**src/rtl/imem_loader_if.sv**
```systemverilog
// Byte-stream handshake and instruction-memory write port shared by the loader
// (slave) and whatever sources the image / owns the memory (master).
interface imem_loader_if #(
  parameter int ADDR_W = 10
);
  logic              byte_valid;
  logic [7:0]        byte_data;
  logic              byte_ready;
  logic              imem_we;
  logic [ADDR_W-1:0] imem_addr;
  logic [31:0]       imem_wd;

  modport slave (
    input  byte_valid,
    input  byte_data,
    output byte_ready,
    output imem_we,
    output imem_addr,
    output imem_wd
  );

  modport master (
    output byte_valid,
    output byte_data,
    input  byte_ready,
    input  imem_we,
    input  imem_addr,
    input  imem_wd
  );
endinterface

```
**src/rtl/imem_loader.sv**
```systemverilog
// Boot loader: packs a length-prefixed byte stream into 32-bit words, writes them to
// instruction memory and holds the core in reset until done. Option: IMEM_LOADER_CHECKSUM_EN.
module imem_loader #(
  parameter int ADDR_W = 10,
  parameter int WORDS  = 256
) (
  input  logic            clk,
  input  logic            Reset_n,
  input  logic            start,
  imem_loader_if.slave    bus,
  output logic            core_reset,
  output logic            load_done,
  output logic            load_err
);

  typedef enum logic [2:0] {
    IDLE,
    LEN_LO,
    LEN_HI,
    DATA,
    WRITE,
`ifdef IMEM_LOADER_CHECKSUM_EN
    CHK,
`endif
    DONE,
    ERROR
  } state_t;

  localparam logic [16:0] WORDS_MAX = 17'(WORDS);

  state_t            state;
  state_t            state_nx;
  logic              xfer;
  logic              start_acc;
  logic [15:0]       len_word;

  logic [7:0]        len_lo;
  logic [15:0]       words_left;
  logic [1:0]        byte_idx;
  logic [23:0]       word_buf;

  logic              ready_q;
  logic              we_q;
  logic [ADDR_W-1:0] addr_q;
  logic [31:0]       wd_q;

`ifdef IMEM_LOADER_CHECKSUM_EN
  logic [7:0]        csum;
`endif

  assign bus.byte_ready = ready_q;
  assign bus.imem_we    = we_q;
  assign bus.imem_addr  = addr_q;
  assign bus.imem_wd    = wd_q;

  always_ff @(posedge clk or negedge Reset_n) begin
    if (!Reset_n) begin
      state <= IDLE;
    end else begin
      state <= state_nx;
    end
  end

  always_comb begin
    state_nx  = state;
    xfer      = bus.byte_valid && ready_q;
    len_word  = {bus.byte_data, len_lo};
    start_acc = start && (state == IDLE || state == DONE || state == ERROR);

    unique case (state)
      IDLE, DONE, ERROR: begin
        if (start_acc) state_nx = LEN_LO;
      end
      LEN_LO: begin
        if (xfer) state_nx = LEN_HI;
      end
      LEN_HI: begin
        if (xfer) begin
          if (len_word == 16'd0) begin
`ifdef IMEM_LOADER_CHECKSUM_EN
            state_nx = CHK;
`else
            state_nx = DONE;
`endif
          end else if ({1'b0, len_word} > WORDS_MAX) begin
            state_nx = ERROR;
          end else begin
            state_nx = DATA;
          end
        end
      end
      DATA: begin
        if (xfer && byte_idx == 2'd3) state_nx = WRITE;
      end
      WRITE: begin
        if (words_left == 16'd1) begin
`ifdef IMEM_LOADER_CHECKSUM_EN
          state_nx = CHK;
`else
          state_nx = DONE;
`endif
        end else begin
          state_nx = DATA;
        end
      end
`ifdef IMEM_LOADER_CHECKSUM_EN
      CHK: begin
        if (xfer) state_nx = (bus.byte_data == csum) ? DONE : ERROR;
      end
`endif
      default: state_nx = IDLE;
    endcase
  end

  // Outputs are registered from the next state so they are Moore functions of state.
  always_ff @(posedge clk or negedge Reset_n) begin
    if (!Reset_n) begin
      ready_q    <= 1'b0;
      we_q       <= 1'b0;
      core_reset <= 1'b1;
      load_done  <= 1'b0;
      load_err   <= 1'b0;
    end else begin
`ifdef IMEM_LOADER_CHECKSUM_EN
      ready_q    <= (state_nx == LEN_LO) || (state_nx == LEN_HI) ||
                    (state_nx == DATA)   || (state_nx == CHK);
`else
      ready_q    <= (state_nx == LEN_LO) || (state_nx == LEN_HI) ||
                    (state_nx == DATA);
`endif
      we_q       <= (state_nx == WRITE);
      core_reset <= (state_nx != DONE);
      load_done  <= (state_nx == DONE);
      load_err   <= (state_nx == ERROR);
    end
  end

  always_ff @(posedge clk or negedge Reset_n) begin
    if (!Reset_n) begin
      len_lo     <= '0;
      words_left <= '0;
      byte_idx   <= '0;
      word_buf   <= '0;
      addr_q     <= '0;
      wd_q       <= '0;
`ifdef IMEM_LOADER_CHECKSUM_EN
      csum       <= '0;
`endif
    end else begin
      if (start_acc) begin
        addr_q     <= '0;
        byte_idx   <= '0;
        words_left <= '0;
`ifdef IMEM_LOADER_CHECKSUM_EN
        csum       <= '0;
`endif
      end

      if (xfer && state == LEN_LO) begin
        len_lo <= bus.byte_data;
      end

      if (xfer && state == LEN_HI) begin
        words_left <= len_word;
      end

`ifdef IMEM_LOADER_CHECKSUM_EN
      if (xfer && (state == LEN_LO || state == LEN_HI || state == DATA)) begin
        csum <= csum ^ bus.byte_data;
      end
`endif

      // Fourth byte completes the word directly into the write-data register.
      if (xfer && state == DATA) begin
        byte_idx <= byte_idx + 2'd1;
        unique case (byte_idx)
          2'd0: word_buf[7:0]   <= bus.byte_data;
          2'd1: word_buf[15:8]  <= bus.byte_data;
          2'd2: word_buf[23:16] <= bus.byte_data;
          2'd3: wd_q            <= {bus.byte_data, word_buf};
          default: ;
        endcase
      end

      if (state == WRITE) begin
        addr_q     <= addr_q + ADDR_W'(4);
        words_left <= words_left - 16'd1;
      end
    end
  end

endmodule

```
**src/flat_wrapper.sv**
```systemverilog
// flat-port wrapper written by rule: the top's interface ports become plain ports
module imem_loader_flat 
#(
  parameter int ADDR_W = 10,
  parameter int WORDS  = 256
)
  (clk, Reset_n, start, core_reset, load_done, load_err, bus_byte_valid, bus_byte_data, bus_byte_ready, bus_imem_we, bus_imem_addr, bus_imem_wd);
  imem_loader_if #(.ADDR_W(ADDR_W)) bus_i ();
  input  logic clk;
  input  logic Reset_n;
  input  logic start;
  output logic core_reset;
  output logic load_done;
  output logic load_err;
  input wire logic [$bits(bus_i.byte_valid)-1:0] bus_byte_valid;
  input wire logic [$bits(bus_i.byte_data)-1:0] bus_byte_data;
  output wire logic [$bits(bus_i.byte_ready)-1:0] bus_byte_ready;
  output wire logic [$bits(bus_i.imem_we)-1:0] bus_imem_we;
  output wire logic [$bits(bus_i.imem_addr)-1:0] bus_imem_addr;
  output wire logic [$bits(bus_i.imem_wd)-1:0] bus_imem_wd;
  assign bus_i.byte_valid = bus_byte_valid;
  assign bus_i.byte_data = bus_byte_data;
  assign bus_byte_ready = bus_i.byte_ready;
  assign bus_imem_we = bus_i.imem_we;
  assign bus_imem_addr = bus_i.imem_addr;
  assign bus_imem_wd = bus_i.imem_wd;
  imem_loader #(.ADDR_W(ADDR_W), .WORDS(WORDS)) u_core (.clk(clk), .Reset_n(Reset_n), .start(start), .bus(bus_i), .core_reset(core_reset), .load_done(load_done), .load_err(load_err));
endmodule
```
**config.mk**
```make
export PLATFORM = sky130hd
export DESIGN_NAME = imem_loader_flat
export DESIGN_NICKNAME = d
export VERILOG_FILES = /design/src/rtl/imem_loader_if.sv /design/src/rtl/imem_loader.sv /design/src/flat_wrapper.sv
export SDC_FILE = /design/constraint.sdc
export NUM_CORES = 1
export LEC_CHECK = 0
export ABC_AREA = 1
export CORE_ASPECT_RATIO = 1.5
export CORE_MARGIN = 2
export CORE_UTILIZATION = 50
export DETAILED_ROUTE_END_ITERATION = 10
export MAX_ROUTING_LAYER = met4
export PLACE_DENSITY = 0.76
export SYNTH_ARGS = -nofsm -noshare
export SYNTH_HDL_FRONTEND = slang
export SYNTH_SLANG_ARGS = --single-unit
```
**constraint.sdc**
```tcl
create_clock -name clk -period 1.3 [get_ports clk]
set_input_delay 0.13 -clock clk [delete_from_list [all_inputs] [get_ports clk]]
set_output_delay 0.13 -clock clk [all_outputs]
set_load 0.03 [all_outputs]
```
Yosys cells after proc, flatten, opt, wreduce, memory -nomap -nowiden
Index checks and enable logic that the tools add are counted.
- register bits: 100
- bits in latches: 0
- memory bits (writable): 0
- bits in read-only memories: 0
- bits of input ports: 12
- output and inout port bits: 47
- logic and storage cells: 71
- memories: 0
- add/sub/neg operators: 3
- multipliers: 0
- divide/modulo/power cells: 0
- order comparisons: 1
- eq/ne operators: 17
- shift-type cells: 0
- mux-type cells: 15
- bitwise gates (word level): 0
- reductions and logical operators: 21
- operators by type and width (kind ; count):
    $mux 16 ; 3
    $mux 3 ; 7
    $mux 10 ; 2
    $eq 3x3->1 const B ; 6
    $eq 16x1->1 const B ; 1
    $gt 16x9->1 const B ; 1
    $logic_not 16->1 ; 1
    $sub 16x1->16 const B ; 1
    $pmux 3 s5 ; 1
    $eq 3x2->1 const B ; 4
    $add 10x3->10 const B ; 1
    $reduce_and 2->1 ; 4
    $eq 3x1->1 const B ; 2
    $logic_and 1x1->1 ; 6
    $eq 2x2->1 const B ; 2
    $logic_or 1x1->1 ; 4
    $mux 2 ; 2
    $reduce_bool 2->1 ; 2
    $logic_not 3->1 ; 1
    $ne 3x3->1 const B ; 1
    $reduce_bool 3->1 ; 1
    $reduce_or 3->1 ; 1
    $add 2x1->2 const B ; 1
    $eq 2x1->1 const B ; 1
    $logic_not 2->1 ; 1

Depth between registers and ports, before layout
- word-level depth: 9
- mapped depth: 11
- gate-level depth less buffers: 11

Worst setup path after synthesis
No wires, ideal clock.
- kind: register -> register
- start point: reg u_core.ready_q (netlist: u_core.bus.byte_ready)
- end point: reg u_core.ready_q (netlist: u_core.bus.byte_ready)
- library setup time: 0.119 ns
- arrival: 1.332 ns
- data required time: 1.181 ns
- path slack: -0.151 ns
- stages on the path, launching flop included: 9
- path buffers: 0
- clock period less this slack: 1.451 ns
- cells stage by stage: dfrtp_1 nand2_1 inv_1 nand2_4 nor2_8 o21bai_1 inv_1 nand3_1 nor2_1
- cells in the longest elaborated chain, start to end: 7
- RTL lines (item ; RTL line ; text):
    start: declaration ; imem_loader.sv:42 ; logic ready_q;
    start signal: assignment ; imem_loader.sv:128 ; ready_q <= (state_nx == LEN_LO) || (state_nx == LEN_HI) ||
    $logic_and 1x1->1 (*) ; imem_loader.sv:66 ; xfer = bus.byte_valid && ready_q;
    $logic_and 1x1->1 ; imem_loader.sv:93 ; if (xfer && byte_idx == 2'd3) state_nx = WRITE;
    $mux 3 ; imem_loader.sv:93 ;
    $pmux 3 s5 (*) ; imem_loader.sv:70 ; unique case (state)
    via u_core.state_nx[2] ; imem_loader.sv:32 ; state_t state_nx;
    $eq 3x1->1 or $eq 3x2->1 (tied branches) ; imem_loader.sv:128 ;
    $logic_or 1x1->1 ; imem_loader.sv:128 ;
    $logic_or 1x1->1 (*) ; imem_loader.sv:128 ;
The timed path passes the listed nets; every way through them passes the cells marked *.
A chain may end at the register's enable or synchronous reset.

Worst setup path after layout
- start point: reg u_core.state[0]
- end point: reg u_core.wd_q[26] (netlist: u_core.bus.imem_wd[26])
- cells in the longest elaborated chain, start to end: 3
- RTL lines (item ; RTL line ; text):
    start: declaration ; imem_loader.sv:31 ; state_t state;
    start signal: assignment ; imem_loader.sv:60 ; state <= state_nx;
    $eq 3x2->1 ; imem_loader.sv:174 ; if (xfer && state == DATA) begin
    $logic_and 1x1->1 ; imem_loader.sv:174 ;
    $reduce_and 2->1 (no source line) ; n/a ;
    end signal: assignment ; imem_loader.sv:180 ; 2'd3: wd_q <= {bus.byte_data, word_buf};
    end: declaration ; imem_loader.sv:45 ; logic [31:0] wd_q;
Every way passes these cells.

==> qor.csv <==
metric,value,unit
TritonCTS clock tree,yes,
Final setup violation count,74,
"Top FF cell, synth",dfrtp_1,
PwrDens,2160,mW/mm^2
first-pass GRT wire length,19000,um
met1 usage,30.8,%
Crit. End Element,flip-flop,
top-level I/O count,59,
Synth Cell Area,0.00453,mm^2
Critical Path RT,1520,ps
Layout area overhead,53.1,%
num rows,42,
Post-synth EDFFs,0,
status,"finished, violations left",
Routed WL,14400,um
Setup Total Neg Slack,-9740,ps
Pwr Total,15.0,mW
drt pass-1 iters,5,
layout cells sized above 1,40.9,%
"Arr. time, crit path",1750,ps
antenna violations before repair,0,
Yosys Warn Count,0,
ranking of synthesized cells by area,"dfrtp_1 54%, nand2_1 16%, o21ai_0 4.1%",
Port Buffers,56,
Die ar.,0.00986,mm^2
Hold Crit Class,primary input to async pin,
Placed Cells,752,
Initial Utilization,51.4,%
met3 Track Usage GR,4.40,%
skew final,5.26,ps
DP HPWL,7780,um
Vias/cell,5.54,
register area share after synthesis,54.1,%
critical path launch point type,flip-flop,
grt total ovfl,0,
Placer Congestion,0.875,
DRC,0,
final antenna-violating net count,0,
"Worst Setup Slack, final",-227,ps
gr usage total,25.8,%
clk_lat worst skew,340,ps
Setup CP Type,flip-flop to flip-flop,
final worst-path cycle share,117,%
synthesis-stage register bit count,98,
"Clk pin slew, worst setup/hold paths",70,ps
Tmin final,1530,ps
gr busiest metal,met2,
die extent in x,81.8,um
total clock buffers created by CTS,9,
number of hold violations in the final report,0,
core area,0.00883,mm^2
Post-Syn Instances,535,
Synth cell types,34,
Root Driver,clkbuf_16,
maximum clock path buffer count,2,
syn avg cell area,8.48,um^2
crit-path max FO,7,
Worst VDD drop,0.00108,V
wire length per cell,18.1,um
cell taking the most area after synthesis,dfrtp_1,
vias,4406,
Final Core Density,78.7,%
met2 Resource Use GR,41.7,%
share of the synthesized area in the top cell type,53.5,%
unrepaired setup endpoints after global routing,true,
vias in the first global route,4107,
Lkg Pwr,3.48,nW
failing checks,negative setup slack,
initial drt markers,357,
Inserted Diodes,0,
share of synthesized registers carrying an async set or reset,100,%
"non-filler cells, final",795,
Fmax achieved,0.655,GHz
htree depth,3,
max capacitance violation total,0,
Slew Limit Fails,0,
pin count of the biggest net entering global routing,41,
clk sinks,98,
layout net count,701,
Vert. Die Dim,121,um
[synthesized netlist by cell type (all sizes together), types with 2 or more instances]
cell    count
o21ai      50
inv        49
xor2        6
nand3      25
a21oi       3
o221ai      4
a22oi       2
o31ai       2
nor3        3
nand2     200
nand4       2
ha          7
o21bai      2
o211ai      9
buf        17
nor2       51
dfrtp      97
xnor2       2
[final cells by class]
cell class                      count  area, um^2
Sequential cell                    98        2460
Multi-Input combinational cell    375        2450
Fill cell                         530        1880
Timing Repair Buffer              149        1420
Clock buffer                       10         239
Inverter                           49         215
Tap cell                          110         138
Clock inverter                      4        28.8
[power breakdown]
group | switching [mW] | total (mW) | internal (mW)
Sequential | 0.785 | 4.77 | 3.99
Combinational | 4.33 | 7.73 | 3.40
Clock | 1.16 | 2.49 | 1.33
[per-layer routing]
metal	vias to the layer above	part of all wire (%)
met2	191	54
li1	1996	-
met5	-	0
met3	63	5.1
met4	0	5.5
met1	2156	35
[final timing paths]
path	start	to	slack [ps]	cells past startpoint
worst max-delay path	u_core.state[0]	u_core.bus.imem_wd[26]	-230	8
worst min-delay path	Reset_n	u_core.word_buf[19]	180	2
worst max register to register	u_core.state[0]	u_core.bus.imem_wd[26]	-230	8
worst min register to register	u_core.bus.imem_wd[18]	u_core.bus.imem_wd[18]	470	2
min in group clk	u_core.bus.imem_wd[18]	u_core.bus.imem_wd[18]	470	2
max in group asynchronous	Reset_n	u_core.core_reset	560	3
[cell usage in the layout (no fill, tap or decap), drive strengths merged, types with 2 or more instances in the layout]
cell type	n
buf	90
clkdlybuf4s15	8
o21ai	50
nand3	25
nand2	203
nor3	3
ha	7
xor2	6
conb	2
clkinv	3
nand4	2
o31ai	2
xnor2	2
clkbuf	19
inv	47
dfrtp	97
dlygate4sd2	31
clkdlybuf4s50	10
o221ai	4
clkinvlp	3
o21bai	2
a21oi	3
o211ai	9
a22oi	2
nor2	51
[registers in the layout, indices dropped and copies added (netlist names)]
signal,cells
u_core.byte_idx,2
u_core.bus.byte_ready,1
u_core.len_lo,8
u_core.bus.imem_addr,8
u_core.bus.imem_wd,32
u_core.words_left,16
u_core.load_done,1
u_core.state,3
u_core.bus.imem_we,1
u_core.load_err,1
u_core.core_reset,1
u_core.word_buf,24
[critical path, cell delays in order (launching register included)]
cell and delay (ps):
dfrtp_2 430, nand2_2 120, nor2_4 140, nand2_4 110, nor2_8 170, clkinv_8 120
clkbuf_16 190, nand2_4 60, o21ai_2 40
[metrics by stage]
stage	hold slack (ps)	area (um^2)	setup slack, ps
floorplan	-166	4590	-7.08
global placement	-9.06	5730	-241
detailed placement	-2.25	5730	-279
CTS	177	6230	-94.2
global route	194	6940	-271
finish	177	6940	-227
[cell families (layout without fill, tap and decap cells)]
kind of cell	Yosys count	count (layout)	synth area share (%)
fa+ha+maj	7	7	1.93
xor+xnor	8	8	1.55
simple gates	281	284	26.2
compound gates	74	74	9.69
buf+inv	66	212	6.43
other cells	1	2	0.0827
flops	98	98	54.1
[what timing repair did]
item	4_1_cts	5_1_grt
cloned	0	10
setup buffers	10	9
resized for setup	104	169
endpoints found under the setup margin	111	100
pin swaps	23	23
hold buffers	1	0
endpoints found under the hold margin	97	0
(Power assumes the default switching activity.)
